**src/rtl/multicycle_controller.sv**
```systemverilog
// Multicycle MIPS-style control FSM.
// The state register and the latched opcode are the only storage. Outputs are
// decoded from the current state. A few outputs are also qualified by an input
// in the same cycle: the FETCH IR/PC write and the MEMWR completion wait for
// mem_ready, and the BRANCH PC write depends on zero.
module multicycle_controller (
    input  logic       clk,
    input  logic       rst_n,
    input  logic [5:0] opcode,
    input  logic       zero,
    input  logic       mem_ready,
    output logic       mem_req,
    output logic       mem_read,
    output logic       mem_write,
    output logic       iord,
    output logic       ir_write,
    output logic       pc_write,
    output logic       pc_write_cond,
    output logic [1:0] pc_source,
    output logic       alu_src_a,
    output logic [1:0] alu_src_b,
    output logic [4:0] alu_op,
    output logic       reg_write,
    output logic [1:0] reg_dst,
    output logic       mem_to_reg,
    output logic [3:0] state,
    output logic       illegal_op,
    output logic       instr_done
);

    typedef enum logic [3:0] {
        S_FETCH  = 4'd0,  S_DECODE = 4'd1,  S_MEMADR = 4'd2,  S_MEMRD  = 4'd3,
        S_MEMWB  = 4'd4,  S_MEMWR  = 4'd5,  S_EXEC   = 4'd6,  S_RWB    = 4'd7,
        S_BRANCH = 4'd8,  S_JUMP   = 4'd9,  S_IEXEC  = 4'd10, S_IWB    = 4'd11,
        S_TRAP   = 4'd12
    } state_t;

    localparam logic [5:0] OP_RTYPE = 6'b000000;
    localparam logic [5:0] OP_J     = 6'b000010;
    localparam logic [5:0] OP_JAL   = 6'b000011;
    localparam logic [5:0] OP_BEQ   = 6'b000100;
    localparam logic [5:0] OP_BNE   = 6'b000101;
    localparam logic [5:0] OP_LW    = 6'b100011;
    localparam logic [5:0] OP_SW    = 6'b101011;

    state_t     st;
    logic [5:0] op_q;

    assign state = st;

    // State sequencing; opcode captured in DECODE for later states. Reset abandons any memory wait.
    always_ff @(posedge clk or negedge rst_n) begin
        if (!rst_n) begin
            st   <= S_FETCH;
            op_q <= 6'b000000;
        end else begin
            case (st)
                S_FETCH:  if (mem_ready) st <= S_DECODE;
                S_DECODE: begin
                    op_q <= opcode;
                    case (opcode)
                        OP_LW, OP_SW:   st <= S_MEMADR;
                        OP_RTYPE:       st <= S_EXEC;
                        OP_BEQ, OP_BNE: st <= S_BRANCH;
                        OP_J, OP_JAL:   st <= S_JUMP;
                        6'b001000, 6'b001001, 6'b001010, 6'b001011,
                        6'b001100, 6'b001101, 6'b001110, 6'b001111:
                                        st <= S_IEXEC;
                        default:        st <= S_TRAP;
                    endcase
                end
                S_MEMADR: st <= (op_q == OP_SW) ? S_MEMWR : S_MEMRD;
                S_MEMRD:  if (mem_ready) st <= S_MEMWB;
                S_MEMWR:  if (mem_ready) st <= S_FETCH;
                S_EXEC:   st <= S_RWB;
                S_IEXEC:  st <= S_IWB;
                // MEMWB, RWB, IWB, BRANCH, JUMP, TRAP and unused codes all return to FETCH
                default:  st <= S_FETCH;
            endcase
        end
    end

    // Control decode of the current state (unused codes fall through to all-zero).
    always_comb begin
        mem_req       = 1'b0;
        mem_read      = 1'b0;
        mem_write     = 1'b0;
        iord          = 1'b0;
        ir_write      = 1'b0;
        pc_write      = 1'b0;
        pc_write_cond = 1'b0;
        pc_source     = 2'b00;
        alu_src_a     = 1'b0;
        alu_src_b     = 2'b00;
        alu_op        = 5'b00000;
        reg_write     = 1'b0;
        reg_dst       = 2'b00;
        mem_to_reg    = 1'b0;
        illegal_op    = 1'b0;
        instr_done    = 1'b0;
        case (st)
            S_FETCH: begin
                mem_req   = 1'b1;
                mem_read  = 1'b1;
                alu_src_b = 2'b01;
                alu_op    = 5'b00010;
                ir_write  = mem_ready;
                pc_write  = mem_ready;
            end
            S_DECODE: begin
                alu_src_b = 2'b11;
                alu_op    = 5'b00010;
            end
            S_MEMADR: begin
                alu_src_a = 1'b1;
                alu_src_b = 2'b10;
                alu_op    = 5'b00010;
            end
            S_MEMRD: begin
                mem_req  = 1'b1;
                mem_read = 1'b1;
                iord     = 1'b1;
            end
            S_MEMWB: begin
                reg_write  = 1'b1;
                instr_done = 1'b1;
            end
            S_MEMWR: begin
                mem_req    = 1'b1;
                mem_write  = 1'b1;
                iord       = 1'b1;
                instr_done = mem_ready;
            end
            S_EXEC: begin
                alu_src_a = 1'b1;
            end
            S_RWB: begin
                reg_write  = 1'b1;
                reg_dst    = 2'b01;
                mem_to_reg = 1'b1;
                instr_done = 1'b1;
            end
            S_BRANCH: begin
                alu_src_a     = 1'b1;
                alu_op        = 5'b01001;
                pc_source     = 2'b01;
                pc_write_cond = 1'b1;
                pc_write      = ((op_q == OP_BEQ) && zero) || ((op_q == OP_BNE) && !zero);
                instr_done    = 1'b1;
            end
            S_JUMP: begin
                pc_write   = 1'b1;
                pc_source  = 2'b10;
                instr_done = 1'b1;
                if (op_q == OP_JAL) begin
                    reg_write  = 1'b1;
                    reg_dst    = 2'b10;
                    mem_to_reg = 1'b1;
                end
            end
            S_IEXEC: begin
                alu_src_a = 1'b1;
                alu_src_b = 2'b10;
                case (op_q)
                    6'b001000: alu_op = 5'b00010; // addi
                    6'b001001: alu_op = 5'b00111; // addiu
                    6'b001010: alu_op = 5'b00101; // slti
                    6'b001011: alu_op = 5'b00110; // sltiu
                    6'b001100: alu_op = 5'b00001; // andi
                    6'b001101: alu_op = 5'b00011; // ori
                    6'b001110: alu_op = 5'b00100; // xori
                    6'b001111: alu_op = 5'b01010; // lui
                    default:   alu_op = 5'b00000;
                endcase
            end
            S_IWB: begin
                reg_write  = 1'b1;
                mem_to_reg = 1'b1;
                instr_done = 1'b1;
            end
            S_TRAP: begin
                illegal_op = 1'b1;
            end
            default: ;
        endcase
    end

endmodule

```
**config.mk**
```make
export PLATFORM = sky130hd
export DESIGN_NAME = multicycle_controller
export DESIGN_NICKNAME = d
export VERILOG_FILES = /design/src/rtl/multicycle_controller.sv
export SDC_FILE = /design/constraint.sdc
export NUM_CORES = 1
export LEC_CHECK = 0
export CAP_MARGIN = 20
export CORE_MARGIN = 8
export CORE_UTILIZATION = 28
export CTS_CLUSTER_DIAMETER = 100
export DETAILED_ROUTE_END_ITERATION = 7
export GPL_TIMING_DRIVEN = 0
export PLACE_DENSITY = 0.63
export SLEW_MARGIN = 20
export SYNTH_ARGS = -nofsm -noshare
export SYNTH_HDL_FRONTEND = slang
export SYNTH_SLANG_ARGS = --single-unit
export TNS_END_PERCENT = 100
```
**constraint.sdc**
```tcl
create_clock -name clk -period 1.9 [get_ports clk]
set_input_delay 0.38 -clock clk [delete_from_list [all_inputs] [get_ports clk]]
set_output_delay 0.38 -clock clk [all_outputs]
set_load 0.005 [all_outputs]
```
==> results.cfg <==
[outcome]
outcome = finished with violations
failed_checks = setup timing

[yosys]
synth_top_family_by_area = simple AND/OR/NAND/NOR gates
yosysWarningCount = 0
async_reset_ff_frac = 1.00
netlist.area_leader.share = 0.256
synth_top_area_cell = dfrtp_1
synth-simple-area-share = 0.347
synth_area_um2 = 976
ys_seq_elements = 10
synthAdderAreaFrac = 0.0641
synth.area.top_cells = dfrtp_1, ha_1, nor2_1
synthMuxAreaShare = 0.0782
synth-main-ff-cell = dfrtp_1
synth-compound-area-share = 0.164
synth.distinct_cells = 37
synth.net_count = 141
synth_edf_count = 0
seq_area_frac_synth = 0.256
syn_avg_cell_area_um2 = 7.75
synthXorXnorAreaFrac = 0.00897
netlist_instances = 126

[timing]
final_max_slew_viol_count = 0
fin_worst_skew_ns = 0.000240
finalCriticalPeriod_ns = 1.96
max_freq_ghz = 0.511
setup-violations-final = 4
rsz0062_at_grt = yes
fin_crit_sh = 1.03
worst_slack_ns = -0.0555
hold_viol = 0

[cells_and_area]
mostFrequentLayoutCells = buf_4, nor2_1, buf_2, clkdlybuf4s50_1, dlygate4sd2_1
nets = 207
stdcell_area_um2 = 1730
drive_gt1_frac = 0.419
layout_commonest_cell = buf_4
final_util = 0.519
area_growth_pct = 77.4
antenna_cells = 0

[placement]
dp_hpwl_um = 2340
placed_area_um2 = 1380
port-buffer-count = 35
dp_slack_ns = -0.402
gp_congestion = 0.855

[drt]
first_iter_violations = 24
wl_um = 3180
drt_first_pass_iters = 3
postRouteAntennaNets = 0
vias = 1149
viasPerCell = 4.85
drcViolationCount = 0
routedWlPerCell_um = 13.4

[floorplan]
start_util = 0.292
dieArea_um2 = 5630
core-area_um2 = 3340
io-pin-count = 37
die_w_um = 75.0
fp-row-count = 21
die_h_um = 75.0

[clock_tree]
clkSinkCount = 10
cts_max_level = 1
cts_tree = done
clock_latency_ns = 0.26
cts_buffers = 3
clock-root-buffer = clkbuf_4
path_clk_slew_ns = 0.06
clock_path_buffers = 2
postCtsHoldBufs = 0

[worst_setup_path]
rr_startpoint = state[0]
setup.worst_path.start = state[2]
cp_data_arrival_time_ns = 1.58
crit_type = reg2out
worst-path-max-fanout = 8
startpoint_type = flop
cp.required_ns = 1.52
cp-end-kind = output port

[min_path]
hp-class = in2async

[flow_run]
maxCapViolCount = 0

[global_route]
track_usage = 0.111
grt_first_pass_wirelength_um = 5000
grt_pass1_vias = 1161
grt_overflow = 0
grt_max_degree = 14
antenna_found_initial = 0

[pwr]
p_per_area_nw_per_um2 = 1730
power_mw = 2.99
p_leak_nw = 0.822
ir_drop_v = 0.000562
## per-stage QoR
stage	hold WS, ns	setup TNS, ns	cells
floorplan	0.0844	0	126
global placement	0.537	-2.72	207
detailed placement	0.558	-2.81	207
CTS	0.461	-0.564	230
global route	0.461	-0.824	237
finish	0.445	-0.0895	237
## timing repair
action,4_1_cts,5_1_grt
buffers inserted,20,8
gates cloned,0,1
endpoints found under the setup margin,22,17
gates resized for setup,80,25
pin swaps,12,10
## sequential cells by signal, indices dropped and copies added, names as in the netlist
name and flops:
op_q 6, state 4
## power by group
| part | switching (mW) | internal (mW) |
|---|---|---|
| Clock | 0.0687 | 0.116 |
| Sequential | 0.0969 | 0.325 |
| Combinational | 1.08 | 1.30 |
| Total | 1.24 | 1.74 |
## synth_stat cells, types with 2 or more instances
master and count:
nor2b_1 6, mux2i_1 2, buf_4 3, dfrtp_1 10
ha_1 5, nor3_1 10, nand4_1 2, a21oi_1 3
o21ai_0 6, and3_1 5, mux2_1 4, o21ai_1 4
nor2_1 16, buf_2 6, nor4_1 2, inv_1 5
nand2b_1 6, nand2_1 9, a211oi_1 4
## path summary, 6_finish.rpt
path | depth (start not counted) | slack, ns | to
worst max-delay path | 7 | -0.06 | reg_write
worst min-delay path | 1 | 0.45 | op_q[5]
worst max register to register | 8 | 0.29 | state[0]
worst min register to register | 1 | 0.57 | op_q[4]
max in group asynchronous | 1 | 1.11 | op_q[0]
min in group clk | 1 | 0.57 | op_q[4]
## per-layer routing
| metal | track usage | part of all wire | routed length [µm] | up-vias |
|---|---|---|---|---|
| li1 | - | - | - | 575 |
| met1 | 0.122 | 0.45 | 1440 | 547 |
| met2 | 0.205 | 0.50 | 1590 | 25 |
| met3 | 0.0200 | 0.038 | 120 | 2 |
| met4 | 0.0413 | 0.0066 | 21 | 0 |
| met5 | 0 | 0 | 0 | - |
## kinds of logic (layout without fill, tap and decap cells)
logic type                 count (synthesis)  count (layout)
and+or+nand+nor                           63              63
muxes                                      7               7
buffers and inverters                     15              80
AOI/OAI and AO/OA                         24              24
adders and majority gates                  5               5
xor gates and xnor gates                   1               1
DFF                                       10              10
other                                      1               1
## area by class of cell
type	count	area [µm²]
fillers	341	1610
multi-input cells	101	767
repair buffers	64	534
flip-flops and latches	10	253
plain buffers	6	61.3
well taps	46	57.6
clock buffers	4	36.3
inverters	6	22.5
## worst max-delay path, stage by stage (launching register included)
cell,delay [ns]
dfrtp_1,0.39
buf_6,0.14
nand2b_4,0.16
nor2_4,0.09
nand4b_1,0.15
buf_4,0.18
o311ai_2,0.05
buf_2,0.16
No activity file was read; power rests on OpenSTA's default activity.
